File: config.mk
export PLATFORM = sky130hd
export DESIGN_NAME = showdown_scheduler
export DESIGN_NICKNAME = d
export VERILOG_FILES = /design/src/rtl/showdown_scheduler.sv
export SDC_FILE = /design/constraint.sdc
export NUM_CORES = 1
export LEC_CHECK = 0
export CAP_MARGIN = 40
export CELL_PAD_IN_SITES_DETAIL_PLACEMENT = 1
export CELL_PAD_IN_SITES_GLOBAL_PLACEMENT = 1
export CORE_AREA = 4 4 124 126
export DETAILED_ROUTE_END_ITERATION = 8
export DIE_AREA = 0 0 128 130
export GPL_TIMING_DRIVEN = 0
export PLACE_DENSITY_LB_ADDON = 0.3
export SYNTH_ARGS = -nofsm -noshare
export SYNTH_HDL_FRONTEND = slang
export SYNTH_SLANG_ARGS = --single-unit
File: constraint.sdc
create_clock -name clk_i -period 2.2 [get_ports clk_i]
set_input_delay 0.44 -clock clk_i [delete_from_list [all_inputs] [get_ports clk_i]]
set_output_delay 0.44 -clock clk_i [all_outputs]
set_load 0.005 [all_outputs]
File: src/rtl/showdown_scheduler.sv
// Sequences one shared hand comparator over the active seats (champion vs. next challenger).
// Define SHOWDOWN_TIMEOUT_EN to add a comparator watchdog of TIMEOUT_CYCLES cycles.
module showdown_scheduler #(
  parameter int NUM_PLAYERS    = 4,
  parameter int TIMEOUT_CYCLES = 1024,
  parameter int CARD_W         = 6
) (
  input  logic                                     clk_i,
  input  logic                                     reset_n_i,
  input  logic                                     start_i,
  input  logic [NUM_PLAYERS-1:0]                   active_i,
  input  logic [NUM_PLAYERS-1:0][1:0][CARD_W-1:0]  hole_i,
  input  logic [4:0][CARD_W-1:0]                   community_i,
  output logic                                     cmp_start_o,
  output logic [1:0][CARD_W-1:0]                   cmp_player1_o,
  output logic [1:0][CARD_W-1:0]                   cmp_player2_o,
  output logic [4:0][CARD_W-1:0]                   cmp_community_o,
  input  logic                                     cmp_winner_i,
  input  logic                                     cmp_draw_i,
  input  logic                                     cmp_valid_i,
  output logic                                     busy_o,
  output logic                                     done_o,
  output logic [NUM_PLAYERS-1:0]                   winners_o,
  output logic                                     no_contest_o,
  output logic                                     timeout_o
);

  localparam int IDX_W = (NUM_PLAYERS > 1) ? $clog2(NUM_PLAYERS) : 1;
  localparam logic [NUM_PLAYERS-1:0] SEAT0 = {{(NUM_PLAYERS-1){1'b0}}, 1'b1};

  typedef enum logic [2:0] {S_IDLE, S_SETUP, S_ISSUE, S_WAIT, S_UPDATE, S_DONE} state_e;

  state_e                                  state_q, state_d;
  logic [IDX_W-1:0]                        champ_q, champ_d, chal_q, chal_d;
  logic [NUM_PLAYERS-1:0]                  winners_q, winners_d;
  logic                                    no_contest_q, no_contest_d;
  logic                                    res_win_q, res_win_d, res_draw_q, res_draw_d;
  logic [NUM_PLAYERS-1:0]                  snap_act_q;
  logic [NUM_PLAYERS-1:0][1:0][CARD_W-1:0] snap_hole_q;
  logic [4:0][CARD_W-1:0]                  snap_comm_q;
  logic                                    load_snap;
  logic [IDX_W:0]                          first_s, second_s, next_s;

  // Lowest set bit of mask strictly above 'from' (or at 'from' when incl); MSB = found.
  function automatic logic [IDX_W:0] next_set(input logic [NUM_PLAYERS-1:0] mask,
                                              input logic [IDX_W-1:0] from,
                                              input logic incl);
    logic             found;
    logic [IDX_W-1:0] idx;
    found = 1'b0;
    idx   = '0;
    for (int i = NUM_PLAYERS - 1; i >= 0; i--) begin
      if (mask[i] && ((i > int'(from)) || (incl && (i == int'(from))))) begin
        found = 1'b1;
        idx   = IDX_W'(i);
      end
    end
    return {found, idx};
  endfunction

  assign load_snap = (state_q == S_IDLE) && start_i;
  assign first_s   = next_set(snap_act_q, '0, 1'b1);
  assign second_s  = next_set(snap_act_q, first_s[IDX_W-1:0], 1'b0);
  assign next_s    = next_set(snap_act_q, chal_q, 1'b0);

`ifdef SHOWDOWN_TIMEOUT_EN
  localparam int CNT_W = (TIMEOUT_CYCLES > 1) ? $clog2(TIMEOUT_CYCLES) : 1;
  logic [CNT_W-1:0] cnt_q, cnt_d;
  logic             timeout_q, timeout_d;
`endif

  always_comb begin
    state_d      = state_q;
    champ_d      = champ_q;
    chal_d       = chal_q;
    winners_d    = winners_q;
    no_contest_d = no_contest_q;
    res_win_d    = res_win_q;
    res_draw_d   = res_draw_q;
`ifdef SHOWDOWN_TIMEOUT_EN
    cnt_d        = cnt_q;
    timeout_d    = timeout_q;
`endif
    case (state_q)
      S_IDLE: begin
        if (start_i) begin
          winners_d    = '0;
          no_contest_d = 1'b0;
`ifdef SHOWDOWN_TIMEOUT_EN
          timeout_d    = 1'b0;
`endif
          state_d      = S_SETUP;
        end
      end
      S_SETUP: begin
        champ_d = first_s[IDX_W-1:0];
        chal_d  = second_s[IDX_W-1:0];
        if (!first_s[IDX_W]) begin
          no_contest_d = 1'b1;
          winners_d    = '0;
          state_d      = S_DONE;
        end else begin
          winners_d = SEAT0 << first_s[IDX_W-1:0];
          state_d   = second_s[IDX_W] ? S_ISSUE : S_DONE;
        end
      end
      S_ISSUE: begin
`ifdef SHOWDOWN_TIMEOUT_EN
        cnt_d = '0;
`endif
        state_d = S_WAIT;
      end
      S_WAIT: begin
        if (cmp_valid_i) begin
          res_win_d  = cmp_winner_i;
          res_draw_d = cmp_draw_i;
          state_d    = S_UPDATE;
        end
`ifdef SHOWDOWN_TIMEOUT_EN
        else if (cnt_q == CNT_W'(TIMEOUT_CYCLES - 1)) begin
          timeout_d = 1'b1;
          winners_d = '0;
          state_d   = S_DONE;
        end else begin
          cnt_d = cnt_q + CNT_W'(1);
        end
`endif
      end
      S_UPDATE: begin
        // A draw adds the challenger to the pot; the lower seat stays champion.
        if (res_draw_q) begin
          winners_d = winners_q | (SEAT0 << chal_q);
        end else if (res_win_q) begin
          champ_d   = chal_q;
          winners_d = SEAT0 << chal_q;
        end
        if (next_s[IDX_W]) begin
          chal_d  = next_s[IDX_W-1:0];
          state_d = S_ISSUE;
        end else begin
          state_d = S_DONE;
        end
      end
      S_DONE:  state_d = S_IDLE;
      default: state_d = S_IDLE;
    endcase
  end

  always_ff @(posedge clk_i) begin
    if (!reset_n_i) begin
      state_q      <= S_IDLE;
      champ_q      <= '0;
      chal_q       <= '0;
      winners_q    <= '0;
      no_contest_q <= 1'b0;
      res_win_q    <= 1'b0;
      res_draw_q   <= 1'b0;
      snap_act_q   <= '0;
      snap_hole_q  <= '0;
      snap_comm_q  <= '0;
    end else begin
      state_q      <= state_d;
      champ_q      <= champ_d;
      chal_q       <= chal_d;
      winners_q    <= winners_d;
      no_contest_q <= no_contest_d;
      res_win_q    <= res_win_d;
      res_draw_q   <= res_draw_d;
      if (load_snap) begin
        snap_act_q  <= active_i;
        snap_hole_q <= hole_i;
        snap_comm_q <= community_i;
      end
    end
  end

`ifdef SHOWDOWN_TIMEOUT_EN
  always_ff @(posedge clk_i) begin
    if (!reset_n_i) begin
      cnt_q     <= '0;
      timeout_q <= 1'b0;
    end else begin
      cnt_q     <= cnt_d;
      timeout_q <= timeout_d;
    end
  end
  assign timeout_o = timeout_q;
`else
  assign timeout_o = 1'b0;
`endif

  assign busy_o          = (state_q == S_SETUP) || (state_q == S_ISSUE) ||
                           (state_q == S_WAIT)  || (state_q == S_UPDATE);
  assign done_o          = (state_q == S_DONE);
  assign cmp_start_o     = (state_q == S_ISSUE);
  assign cmp_player1_o   = snap_hole_q[champ_q];
  assign cmp_player2_o   = snap_hole_q[chal_q];
  assign cmp_community_o = snap_comm_q;
  assign winners_o       = winners_q;
  assign no_contest_o    = no_contest_q;

endmodule

==> summary.md, run 1 <==
| Metric | Value |
|---|---|
| Status | `completed` |
| Setup TNS | `0 ns` |
| DR vias | `4,486` |
| Die ar. | `16,600 um2` |
| Worst hold slack | `0.454 ns` |
| Detailed Route WL | `16.0 mm` |
| Detailed placer's ending HPWL | `12.1 mm` |
| Total track usage | `19.8%` |
| Crit path launch | `champ_q[0]` |
| Maximum VDD drop | `411 uV` |
| First-pass DRT Iterations | `4` |
| GRT Residual Overflow | `0` |
| Synthesized cell area | `4760 um2` |
| Clock Latency Late Sink | `0.35 ns` |
| CTS tree | `built` |
| WP data arrival | `1.71 ns` |
| Synth Net Count | `609` |
| IO Pins | `151` |
| Rows | `44` |
| Distinct cells, synth | `56` |
| Core Area | `14,300 um2` |
| Slew HR | `59.3%` |
| Area Overhead vs Synth | `43.5%` |
| Worst Setup End Kind | `primary output` |
| Initial DRC count | `194` |
| Met3 usage | `6.47%` |
| Final setup fails | `0` |
| Post-Synth Simple-Gate Area | `20.4%` |
| Fin crit share | `97.9%` |
| Min-delay worst type | `reg2reg` |
| Synth async-reset ratio | `0%` |
| Reg2Reg Capture Point | `winners_o[2]` |
| Most used flip-flop cell after synthesis | `dfxtp_1` |
| Vias in the first global route | `4,915` |
| Leakage power | `2.63 nW` |
| Cell Pwr Density | `1070 nW/um2` |
| Num CTS Buffers | `9` |
| Wire length per cell | `18.4 um` |
| Sink Count | `96` |
| Nets@finish | `772` |
| ANT nets after route | `0` |
| CTS Buffer Depth | `2` |
| Hold Crit Start | `cmp_community_o[14]` |
| Yosys top cell by area | `dfxtp_1` |
| WP data required | `1.76 ns` |
| Main combinational cell family by area after synthesis | `simple AND/OR/NAND/NOR gates` |
| Gpl congestion | `0.892` |
| CP delay by family, top | `multiplexers` |
| Top cells by area, synth | `dfxtp_1 40%, a21boi_1 13%, nand2_1 13%, mux4_2 9.0%, mux4_1 2.8%` |
| Max FO, Critical Path | `4` |
| Global-route wire length before repair | `25.8 mm` |
| Post-synthesis sequential area ratio | `40.4%` |
| Max-cap violation count | `0` |
| Worst-path clk slew | `0.07 ns` |
| Compound-Gate Fraction of Synth Area | `20.3%` |
| Adder-Cell Fraction of Synth Area | `0%` |
| Global routing's busiest layer | `met2` |
| Met1 usage | `23.1%` |
| Clock Root Buffer | `clkbuf_16` |
| Mux share of post-synthesis cell area | `12.8%` |
| Post-DR vias/cell | `5.14` |
| Setup CP Type | `reg2out` |
| PortBufs | `148` |
| Synthesized flop and latch total | `96` |
| Largest stage delay, worst path | `0.53 ns` |
| WHS Path Cells | `2` |
| Commonest non-fill, non-tap cell in the layout | `nand2_1` |
| Buf/Inv on CP | `1` |
| Endpoints failing hold | `0` |
| R2R cell count | `5` |
| Fmax | `465 MHz` |
| Die Y | `130 um` |
| Most frequent cells in the layout | `170 x nand2_1, 123 x clkdlybuf4s50_1, 91 x dfxtp_1` |
| FF-to-FF Start | `state_q[0]` |
| Pin count of the biggest net entering global routing | `20` |
| Share of layout cells above drive strength 1 | `12.4%` |
| Final setup skew | `0.00662 ns` |
| XOR/XNOR Fraction of Synth Area | `0.368%` |
| Initial Utilization | `33.3%` |
| Tmin final | `2.15 ns` |
| Critical-path top delay cell | `mux4_2` |
| Final Slew Violations | `0` |
| Placed cell area | `6470 um2` |
| DIE WIDTH | `128 um` |
| H-Tree Depth | `3` |
| Initial antenna violation count | `0` |
| R2R setup slack | `0.53 ns` |
| Hold Buf Count CTS | `0` |
| Mean Syn Cell Area | `9.14 um2` |
| Drt drc | `0` |
| Crit-path cells | `mux4_2 -> clkdlybuf4s50_1` |
| Mapped Cells | `521` |
| Design Area, Final | `6830 um2` |
| Worst Hold Path EP | `cmp_community_o[14]` |
| Ys Warns | `0` |
| Unrepaired setup endpoints after global routing | `false` |
| Worst slew pin tran | `0.610 ns` |
| Synth top area share | `40.4%` |
| Met2 GRT Util | `34.9%` |
| CP startpoint kind | `register` |
| Post-synth EDFFs | `0` |
| ANT cells | `0` |
==> sequential cells by signal, summed over array words and instances, names as in the netlist <==
register	count
res_win_q	1
res_draw_q	1
snap_hole_q	48
state_q	3
champ_q	2
chal_q	2
winners_o	4
snap_act_q	4
cmp_community_o	30
no_contest_o	1
==> worst register-to-register path, delay by kind of cell (launching register included) <==
| family | cells | cell delay, ns |
|---|---|---|
| compound gates | 2 | 0.46 |
| simple gates | 2 | 0.57 |
| buf+inv | 1 | 0.24 |
| flops | 1 | 0.32 |
==> layout make-up <==
type,instances,area (um2)
plain buffers,44,295
clock buffers,10,239
clock inverters,5,40.0
fillers,1665,7480
inverters,3,11.3
multi-input cells,375,2570
flip-flops and latches,96,1940
well taps,184,230
repair buffers,155,1510
==> synthesized netlist by cell type (4+ instances only) <==
master / number
a211o_1: 6
a21boi_1: 85
buf_2: 18
buf_4: 12
clkbuf_1: 15
dfxtp_1: 96
mux2i_1: 5
mux4_1: 5
mux4_2: 19
nand2_1: 170
nand2b_1: 4
nor2_1: 10
nor2b_1: 6
o31ai_1: 5
==> stage by stage <==
step	power (mW)	instances	setup WS, ns	utilization, %
6_report	7.31	872	0.0472	47.7
5_1_grt	7.83	872	0.00450	47.7
4_1_cts	7.42	874	0.00129	47.9
3_5_place_dp	5.86	853	-0.352	45.2
3_3_place_gp	5.74	853	-0.354	45.2
2_1_floorplan	4.38	521	0.391	-
==> cells by family (layout without fill, tap and decap cells) <==
family / after synthesis / count (layout)
compound gates: 124 / 124
xor+xnor: 2 / 2
buf+inv: 50 / 217
flops: 96 / 96
mux: 29 / 29
other cells: 1 / 1
simple gates: 219 / 219
==> worst max path at each step <==
stage / end / slack (ns) / cells past startpoint
finish: cmp_player1_o[2] / 0.05 / 2
global route: done_o / 0.005 / 3
CTS: cmp_start_o / 0.001 / 4
detailed placement: cmp_player2_o[8] / -0.35 / 4
global placement: cmp_player2_o[8] / -0.35 / 4
floorplan: cmp_player2_o[8] / 0.39 / 3
==> routing by layer <==
metal  up-vias  share of wire (%)
li1       2128                  -
met1      2190                 41
met2       146                 50
met3        22                7.7
met4         0                1.9
met5         -                  0
==> where the power goes <==
group          internal [mW]  leakage (nW)  switching (mW)
registers               2.14         0.790           0.286
logic                   1.63          1.70            1.74
clock network          0.802         0.133           0.715
==> what timing repair did <==
action                     CTS  global route
pin swaps                    0             0
resized for setup           54             3
buffers inserted             7             0
setup endpoints to repair   27             4
Note: power is estimated with default switching activity, not from simulation.
==> inputs of run 2 (changes only) <==
- CTS_CLUSTER_DIAMETER: not set -> 50
- PLACE_DENSITY_LB_ADDON: 0.3 -> 0.2
==> run 2 against run 1 <==
Effect of this change: sequential cell count did not move; utilization grew 0.90 points; sequential share of layout area down 0.47 points; combinational power grew 3%; sequential power about the same; critical endpoint is now cmp_player2_o[9]; cell count rose by 0.92%; register-to-register slack about the same; count of clock-buffer cells in the layout up 1; total power is 3.4% higher.
==> summary.md, run 2 (synthesis gave the netlist of run 1 again) <==
| Metric | Value |
|---|---|
| Sink Count | `96 (unchanged)` |
| Final setup fails | `0 (unchanged)` |
| Hold Buf Count CTS | `0 (unchanged)` |
| Worst slew pin tran | `0.599 ns (-0.0105 ns)` |
| WP data arrival | `1.72 ns (about the same)` |
| Gpl congestion | `0.867 (-2.8%)` |
| Endpoints failing hold | `0 (unchanged)` |
| Maximum VDD drop | `523 uV (+27%)` |
| Num CTS Buffers | `9 (unchanged)` |
| Met3 WL post-DR | `1.36 mm (+9.7%)` |
| H-Tree Depth | `3 (unchanged)` |
| IO Pins | `151 (unchanged)` |
| Commonest non-fill, non-tap cell in the layout | `nand2_1` |
| Worst-path clk slew | `0.07 ns (about the same)` |
| R2R setup slack | `0.52 ns (about the same)` |
| Status | `completed` |
| Dpl ws | `-0.366 ns (-0.0136 ns)` |
| Total track usage | `19.5% (-0.32 points)` |
| DR vias | `4,482 (-0.089%)` |
| Share of layout cells above drive strength 1 | `13.6% (+1.3 points)` |
| Cell Pwr Density | `1090 nW/um2 (+1.5%)` |
| WP data required | `1.76 ns (about the same)` |
| Setup CP Type | `reg2out` |
| Vias in the first global route | `4,674 (-4.9%)` |
| Clock Root Buffer | `clkbuf_16` |
| Global-route wire length before repair | `25.2 mm (-2.1%)` |
| Final Slew Violations | `0 (unchanged)` |
| Max FO, Critical Path | `7 (+3)` |
| Drt drc | `0 (unchanged)` |
| Leakage power | `2.69 nW (+2.6%)` |
| Detailed placer's ending HPWL | `11.9 mm (-2.2%)` |
| Nets@finish | `779 (+0.91%)` |
| ANT nets after route | `0 (unchanged)` |
| Worst Setup End Kind | `primary output` |
| Worst hold slack | `0.455 ns (+0.000881 ns)` |
| Max-cap violation count | `0 (unchanged)` |
| Slack of the critical path | `0.0360 ns (-0.0112 ns)` |
| Die Y | `130 um (unchanged)` |
| First-pass DRT Iterations | `4 (unchanged)` |
| CTS tree | `built` |
| Initial DRC count | `289 (+49%)` |
| Fmax | `462 MHz (-0.52%)` |
| Tmin final | `2.16 ns (+0.0112 ns)` |
| Slew HR | `60.0% (+0.70 points)` |
| Core Area | `14,300 um2 (unchanged)` |
| Post-DR vias/cell | `5.09 (-1.0%)` |
| ANT cells | `0 (unchanged)` |
| Final setup skew | `0.00798 ns (+0.00136 ns)` |
| Unrepaired setup endpoints after global routing | `false` |
| Die ar. | `16,600 um2 (unchanged)` |
| DIE WIDTH | `128 um (unchanged)` |
| Clock Latency Late Sink | `0.35 ns (about the same)` |
| Wire length per cell | `18.2 um (-0.84%)` |
| Setup TNS | `0 ns (unchanged)` |
| Initial Utilization | `33.3% (unchanged)` |
| Initial antenna violation count | `1 (+1)` |
| M1 WL | `6.57 mm (+0.78%)` |
| CTS Buffer Depth | `2 (unchanged)` |
| Max FFs per register | `48 (unchanged)` |
| Met2 Wirelength | `7.93 mm (-0.45%)` |
| GRT Residual Overflow | `0 (unchanged)` |
| CP startpoint kind | `register` |
| Pin count of the biggest net entering global routing | `17 (-15%)` |
| Detailed Route WL | `16.0 mm (about the same)` |
| PortBufs | `148 (unchanged)` |
| Rows | `44 (unchanged)` |
| Fin crit share | `98.4% (+0.51 points)` |
| Area Overhead vs Synth | `46.2%` |
| Min-delay worst type | `reg2reg` |
| Largest reg by FF count | `snap_hole_q` |
| Most frequent cells in the layout | `170 x nand2_1, 122 x clkdlybuf4s50_1, 90 x dfxtp_1` |
| Top sig layer | `met5` |
-- run 2: cell type report --
| class | count | area, um2 |
|---|---|---|
| fill | 1632 | 7360 |
| sequential | 96 | 1940 |
| clock buffer | 11 | 253 |
| buffer | 46 | 325 |
| timing repair buffer | 160 | 1560 |
| multi-input combinational | 375 | 2570 |
| clock inverter | 5 | 63.8 |
| tap | 184 | 230 |
| inverter | 3 | 11.3 |
-- run 2: worst max-delay path, stage by stage (launching register included) --
cell and delay, ns:
dfxtp_4 0.35, buf_8 0.11, buf_12 0.12, mux4_2 0.51, dlygate4sd2_1 0.28
-- run 2: layer usage --
layer / track usage [%] / vias to the layer above
met5: 0 / -
li1: - / 2151
met2: 34.5 / 141
met3: 6.59 / 18
met1: 22.9 / 2170
met4: 4.68 / 2
-- run 2: where the power goes --
part / switching [mW] / internal [mW] / total, mW
Sequential: 0.279 / 2.15 / 2.42
Combinational: 1.77 / 1.70 / 3.48
Clock: 0.706 / 0.952 / 1.66
-- run 2: what timing repair did --
item / 4_1_cts / 5_1_grt
buffers inserted: 8 / 4
setup endpoints to repair: 27 / 11
gates cloned: 0 / 0
resized for setup: 58 / 10
-- run 2: through the flow --
| stage | utilization, % | area [um2] | total power, mW | cells |
|---|---|---|---|---|
| finish | 48.6 | 6960 | 7.56 | 880 |
| global placement | 45.2 | 6470 | 5.75 | 853 |
| detailed placement | 45.2 | 6470 | 5.87 | 853 |
| global route | 48.6 | 6960 | 8.04 | 880 |
| floorplan | - | 4760 | 4.38 | 521 |
| CTS | 48.4 | 6920 | 7.62 | 877 |
-- run 2: worst paths after layout --
path	start	to	cells past startpoint
worst max-delay path	chal_q[1]	cmp_player2_o[9]	4
worst min-delay path	cmp_community_o[24]	cmp_community_o[24]	2
worst max register to register	snap_act_q[1]	chal_q[0]	5
worst min register to register	cmp_community_o[24]	cmp_community_o[24]	2
==> inputs of run 3 (changes only) <==
- SETUP_SLACK_MARGIN: not set -> 0.2
==> run 3 against run 2 <==
Effect of this change: sequential power about the same; cell count is 1.8% higher; critical path depth unchanged; clock power about the same; count of clock-buffer cells in the layout unchanged; final area up 1.8%; combinational power increased by 8.3%; first-iteration DRC count is 43% lower; die area unchanged; worst hold slack about the same; via count increased by 0.87%; critical path type unchanged; critical endpoint is now cmp_player2_o[3]; largest power group unchanged.
==> summary.md, run 3 (synthesis gave the netlist of run 1 again) <==
| Metric | Value |
|---|---|
| Nets@finish | `795 (+2.1%)` |
| Num CTS Buffers | `9 (unchanged)` |
| Sink Count | `96 (unchanged)` |
| ANT cells | `0 (unchanged)` |
| Worst-path clk slew | `0.07 ns (about the same)` |
| Final setup fails | `0 (unchanged)` |
| Unrepaired setup endpoints after global routing | `true` |
| DIE WIDTH | `128 um (unchanged)` |
| Setup CP Type | `reg2out` |
| ANT nets after route | `0 (unchanged)` |
| Most used cell, CP | `buf_6` |
| Fin crit share | `92.8% (-5.6 points)` |
| PortBufs | `148 (unchanged)` |
| WP data required | `1.76 ns (about the same)` |
| Most frequent cells in the layout | `170 x nand2_1, 121 x clkdlybuf4s50_1, 89 x dfxtp_1` |
| Global-route wire length before repair | `25.8 mm (+2.4%)` |
| FF+latch area | `1940 um2 (about the same)` |
| Area Overhead vs Synth | `48.8%` |
| WP data arrival | `1.60 ns (-0.12 ns)` |
| CP startpoint kind | `register` |
| Initial DRC count | `166 (-43%)` |
| Gpl congestion | `0.867 (unchanged)` |
| DR vias | `4,521 (+0.87%)` |
| Total chip power | `7.84 mW (+3.8%)` |
| Hold Buf Count CTS | `0 (unchanged)` |
| First-pass DRT Iterations | `4 (unchanged)` |
| Largest reg by FF count | `snap_hole_q` |
| Min-delay worst type | `reg2reg` |
| Share of layout cells above drive strength 1 | `19.7% (+6.0 points)` |
| Clock Root Buffer | `clkbuf_16` |
| Initial Utilization | `33.3% (unchanged)` |
| CTS Buffer Depth | `2 (unchanged)` |
| GRT Residual Overflow | `0 (unchanged)` |
| Max FO, Critical Path | `5 (-2)` |
| Final cell count without fillers | `896 (+1.8%)` |
| Endpoints failing hold | `0 (unchanged)` |
| Critical-path top delay cell | `mux4_2` |
| Worst Setup End Kind | `primary output` |
| Final setup skew | `0.00512 ns (-0.00285 ns)` |
| Die Y | `130 um (unchanged)` |
| Cell Pwr Density | `1110 nW/um2 (+1.9%)` |
| Design Area, Final | `7080 um2 (+1.8%)` |
| Vias in the first global route | `4,814 (+3.0%)` |
| H-Tree Depth | `3 (unchanged)` |
| Post-DR vias/cell | `5.05 (-0.93%)` |
| Die ar. | `16,600 um2 (unchanged)` |
| Detailed Route WL | `16.5 mm (+2.8%)` |
| Largest stage delay, worst path | `0.51 ns (about the same)` |
| Crit-path cells | `buf_6 -> buf_6 -> mux4_2 -> buf_2` |
| Drt drc | `0 (unchanged)` |
| Placed cell area | `6470 um2 (unchanged)` |
| Pin count of the biggest net entering global routing | `17 (unchanged)` |
| Initial antenna violation count | `1 (unchanged)` |
| Total track usage | `20.0% (+0.48 points)` |
| Wire length per cell | `18.4 um (+1.0%)` |
| Rows | `44 (unchanged)` |
| IO Pins | `151 (unchanged)` |
| DP Cell Count | `853 (unchanged)` |
| Multi-input combinational cell area | `2560 um2 (-0.58%)` |
| Max FFs per register | `48 (unchanged)` |
| Max-cap violation count | `0 (unchanged)` |
| Slew HR | `62.0% (+2.0 points)` |
| Leakage power | `2.72 nW (+1.1%)` |
| Commonest non-fill, non-tap cell in the layout | `nand2_1` |
| Final Slew Violations | `0 (unchanged)` |
| Worst slew pin tran | `0.570 ns (-0.0299 ns)` |
| Detailed placer's ending HPWL | `11.9 mm (unchanged)` |
| Status | `completed` |
| CTS tree | `built` |
| Maximum VDD drop | `527 uV (+0.60%)` |
| Fmax | `490 MHz (+6.0%)` |
| Tmin final | `2.04 ns (-0.122 ns)` |
| Core Area | `14,300 um2 (unchanged)` |
| Clock Latency Late Sink | `0.35 ns (about the same)` |
| Filler instances | `1,648 (+0.98%)` |
## run 3: cell types whose count changed in the layout (fill, tap and decap cells not counted), sizes merged
cell,previous run,this run
buf,43,79
dlygate4sd2,18,3
clkdlybuf4s15,5,0
clkbuf,27,30
dlymetal6s2s,2,0
clkdlybuf4s50,122,121
## run 3: routing by layer
layer / GRT usage [%] / part of all wire, % / vias up
li1: - / - / 2176
met1: 23.2 / 41 / 2190
met2: 35.4 / 50 / 137
met3: 7.45 / 8.1 / 16
met4: 4.24 / 0.94 / 2
met5: 0 / 0.073 / -
## run 3: final timing paths
check                      startpoint                   to  slack (ns)  cells past startpoint
setup / recovery            chal_q[0]     cmp_player2_o[3]        0.16                      4
hold / removal    cmp_community_o[24]  cmp_community_o[24]        0.46                      2
setup reg to reg           state_q[0]      snap_hole_q[39]        0.49                      8
hold reg to reg   cmp_community_o[24]  cmp_community_o[24]        0.46                      2
## run 3: cell type report
type                            count  area share (%)
Timing Repair Buffer              175            23.6
Multi-Input combinational cell    375            36.1
Clock inverter                      5           0.901
Buffer                             47            4.95
Inverter                            3           0.194
Tap cell                          184            3.25
Sequential cell                    96            27.4
Clock buffer                       11            3.57
## run 3: timing repair
item,CTS,global route
pin swaps,0,0
setup endpoints to repair,27,24
buffers inserted,24,2
resized for setup,142,13
cloned,1,0
## run 3: metrics by stage
step | TNS, ns | setup slack [ns] | utilization (%) | hold slack, ns
after floorplan | 0 | 0.391 | - | 0.440
after global placement | -1.98 | -0.345 | 45.2 | 0.441
after detailed placement | -2.20 | -0.366 | 45.2 | 0.448
after CTS | 0 | 0.0386 | 49.3 | 0.457
after global routing | 0 | 0.113 | 49.5 | 0.477
final | 0 | 0.158 | 49.5 | 0.455
## run 3: power by group
group	internal (mW)	switching [mW]	total (mW)
logic	1.90	1.87	3.77
clock network	0.952	0.702	1.65
registers	2.14	0.274	2.42
## run 3: critical path: cells and delay by family (launching register included)
| kind | cells | cell delay, ns |
|---|---|---|
| multiplexers | 1 | 0.51 |
| buffers and inverters | 3 | 0.39 |
| flip-flops | 1 | 0.35 |
==> edit: new RTL, flow settings as in run 3 <==
Register the output `cmp_start_o`, without a reset; this adds one clock of latency there. The other outputs are not delayed to match.
--- a/src/rtl/showdown_scheduler.sv
+++ b/src/rtl/showdown_scheduler.sv
@@ -192,7 +192,9 @@
   assign busy_o          = (state_q == S_SETUP) || (state_q == S_ISSUE) ||
                            (state_q == S_WAIT)  || (state_q == S_UPDATE);
   assign done_o          = (state_q == S_DONE);
-  assign cmp_start_o     = (state_q == S_ISSUE);
+  always_ff @(posedge clk_i) begin
+    cmp_start_o <= (state_q == S_ISSUE);
+  end
   assign cmp_player1_o   = snap_hole_q[champ_q];
   assign cmp_player2_o   = snap_hole_q[chal_q];
   assign cmp_community_o = snap_comm_q;
Function: changed (a bounded check fails within 4 cycles, from zero or initial values and one cycle with reset_n_i low).
==> edit against run 3 <==
Combinational power is 3% lower. Synthesized area is 0.42% higher. Register-to-register slack worse by 0.04 ns. Final area is 0.30% higher. Largest power group unchanged. Sequential power is 2% higher. Sequential cell count is 1 higher. Worst setup slack worse by 0.093 ns. Clock power is 15% higher. Critical endpoint is now cmp_player1_o[9]. Routed wire length is 3.8% higher. Power is 2.0% higher.
==> edit: results (changes against run 3) <==
status complete, no violations (unchanged); first-pass GRT wire length 26900 um (was 25800 um); Highest Signal Layer met4 (was met5); Tightest Pin Transition 0.701 ns (was 0.570 ns); Total GRT Usage 0.209 (was 0.200); crit path DAT 1.69 ns (was 1.60 ns); drt first pass iters 4 (unchanged); metal3 WL 1440 um (was 1330 um); Reg with most FFs snap_hole_q (unchanged); Seq. pwr 0.00246 W (was 0.00242 W); Nets 795 (unchanged); Root Driver clkbuf_16 (unchanged); H-tree levels 3 (unchanged); number of flip-flops in the largest register 48 (unchanged); DRT iter0 DRCs 193 (was 166); power share of the combinational group 0.457 (was 0.481); largest net degree at the start of global routing 17 (unchanged); share of post-route cells with drive strength above 1 0.191 (was 0.197); Vias 4651 (was 4521); worst-skew pair later-pin latency 0.36 ns; worst slack at placement -0.348 ns (was -0.366 ns); # diodes 0 (unchanged); dpl cell area 0.00649 mm2 (was 0.00647 mm2); Static Leak 2.74 nW (was 2.72 nW); routability cong. 0.840 (was 0.867); Syn Nets 610 (was 609); CTS max path bufs 2 (unchanged); maximum vdd drop 0.455 mV (was 0.527 mV); Met1 Wirelength 6810 um (was 6710 um); syn avg cell area 9.16 um2 (was 9.14 um2); fill count 1650 (was 1648); asr flop ratio synth 0 (unchanged); synth unique cells 56 (unchanged); Avg WL per Cell 19.1 um (was 18.4 um); clock-pin slew on the worst setup and hold paths 0.08 ns; met2 routed WL 8430 um (was 8280 um); CP Max Fanout 6 (was 5); DP Cell Count 854 (was 853); P_sw 0.00288 W (was 0.00285 W); leading power group combinational logic (unchanged); DP Wirelength 11900 um (about the same); final wirelength 17100 um (was 16500 um); main area contributors after synthesis dfxtp_1 (41%), a21boi_1 (13%), nand2_1 (13%), mux4_2 (9.0%), mux4_1 (2.7%) (was dfxtp_1 (40%), a21boi_1 (13%), nand2_1 (13%), mux4_2 (9.0%), mux4_1 (2.8%)); TritonCTS Buffers 9 (unchanged); sequential element share of the synthesized area 0.406 (was 0.404); initial antenna violation count 0 (was 1); Clock Skews 0.0148 ns (was 0.00512 ns); vias in the first global route 4982 (was 4814); PD cells 1130 mW/mm2 (was 1110 mW/mm2); synth warn 0 (unchanged); Min-Delay Path Class flop to flop (unchanged); Synth top cells by count nand2_1 (170), dfxtp_1 (97), a21boi_1 (85), mux4_2 (19), buf_2 (18) (was nand2_1 (170), dfxtp_1 (96), a21boi_1 (85), mux4_2 (19), buf_2 (18)); PortBufs 148 (unchanged)
## edit: cell count changes in the layout (fill, tap and decap cells not counted), sizes merged
cell / run 3 / this run
clkinvlp: 1 / 0
clkbuf: 30 / 26
bufinv: 1 / 3
dfxtp: 96 / 97
clkdlybuf4s15: 0 / 1
clkdlybuf4s50: 121 / 122
buf: 79 / 80
dlygate4sd2: 3 / 2
## edit: cell families (layout without fill, tap and decap cells)
kind of cell              count (synthesis)  in the layout  share of synthesized area
other                                     1              1                   0.000785
AOI/OAI and AO/OA                       124            124                      0.202
xor gates and xnor gates                  2              2                    0.00367
DFF                                      97             97                      0.406
and+or+nand+nor                         219            219                      0.203
muxes                                    29             29                      0.127
buffers and inverters                    50            240                     0.0565
## edit: critical path, cell delays in order, from the launching register on
cell and delay (ns):
dfxtp_4 0.38, buf_12 0.10, buf_12 0.11, buf_8 0.10
mux4_2 0.50, buf_2 0.15
## edit: cell type report
type,instances,area (um2),area share
plain buffers,47,344,0.0484
clock buffers,10,239,0.0336
clock inverters,6,113,0.0159
inverters,3,11.3,0.00159
multi-input cells,375,2550,0.360
flip-flops and latches,97,1960,0.276
well taps,184,230,0.0324
repair buffers,174,1650,0.232
## edit: final timing paths
kind | slack (ns) | depth (start not counted) | from | endpoint
max | 0.07 | 5 | champ_q[1] | cmp_player1_o[9]
min | 0.45 | 2 | cmp_community_o[7] | cmp_community_o[7]
max reg2reg | 0.45 | 5 | snap_act_q[1] | chal_q[0]
min reg2reg | 0.45 | 2 | cmp_community_o[7] | cmp_community_o[7]
## edit: layer usage
layer,vias to the layer above,GRT usage
li1,2180,-
met4,0,0.0818
met1,2277,0.244
met3,30,0.0565
met2,164,0.365
met5,-,0
## edit: timing repair
action,in CTS,in global routing
setup endpoints to repair,26,23
setup buffers,23,3
resized for setup,138,10
hold endpoints to repair,0,0
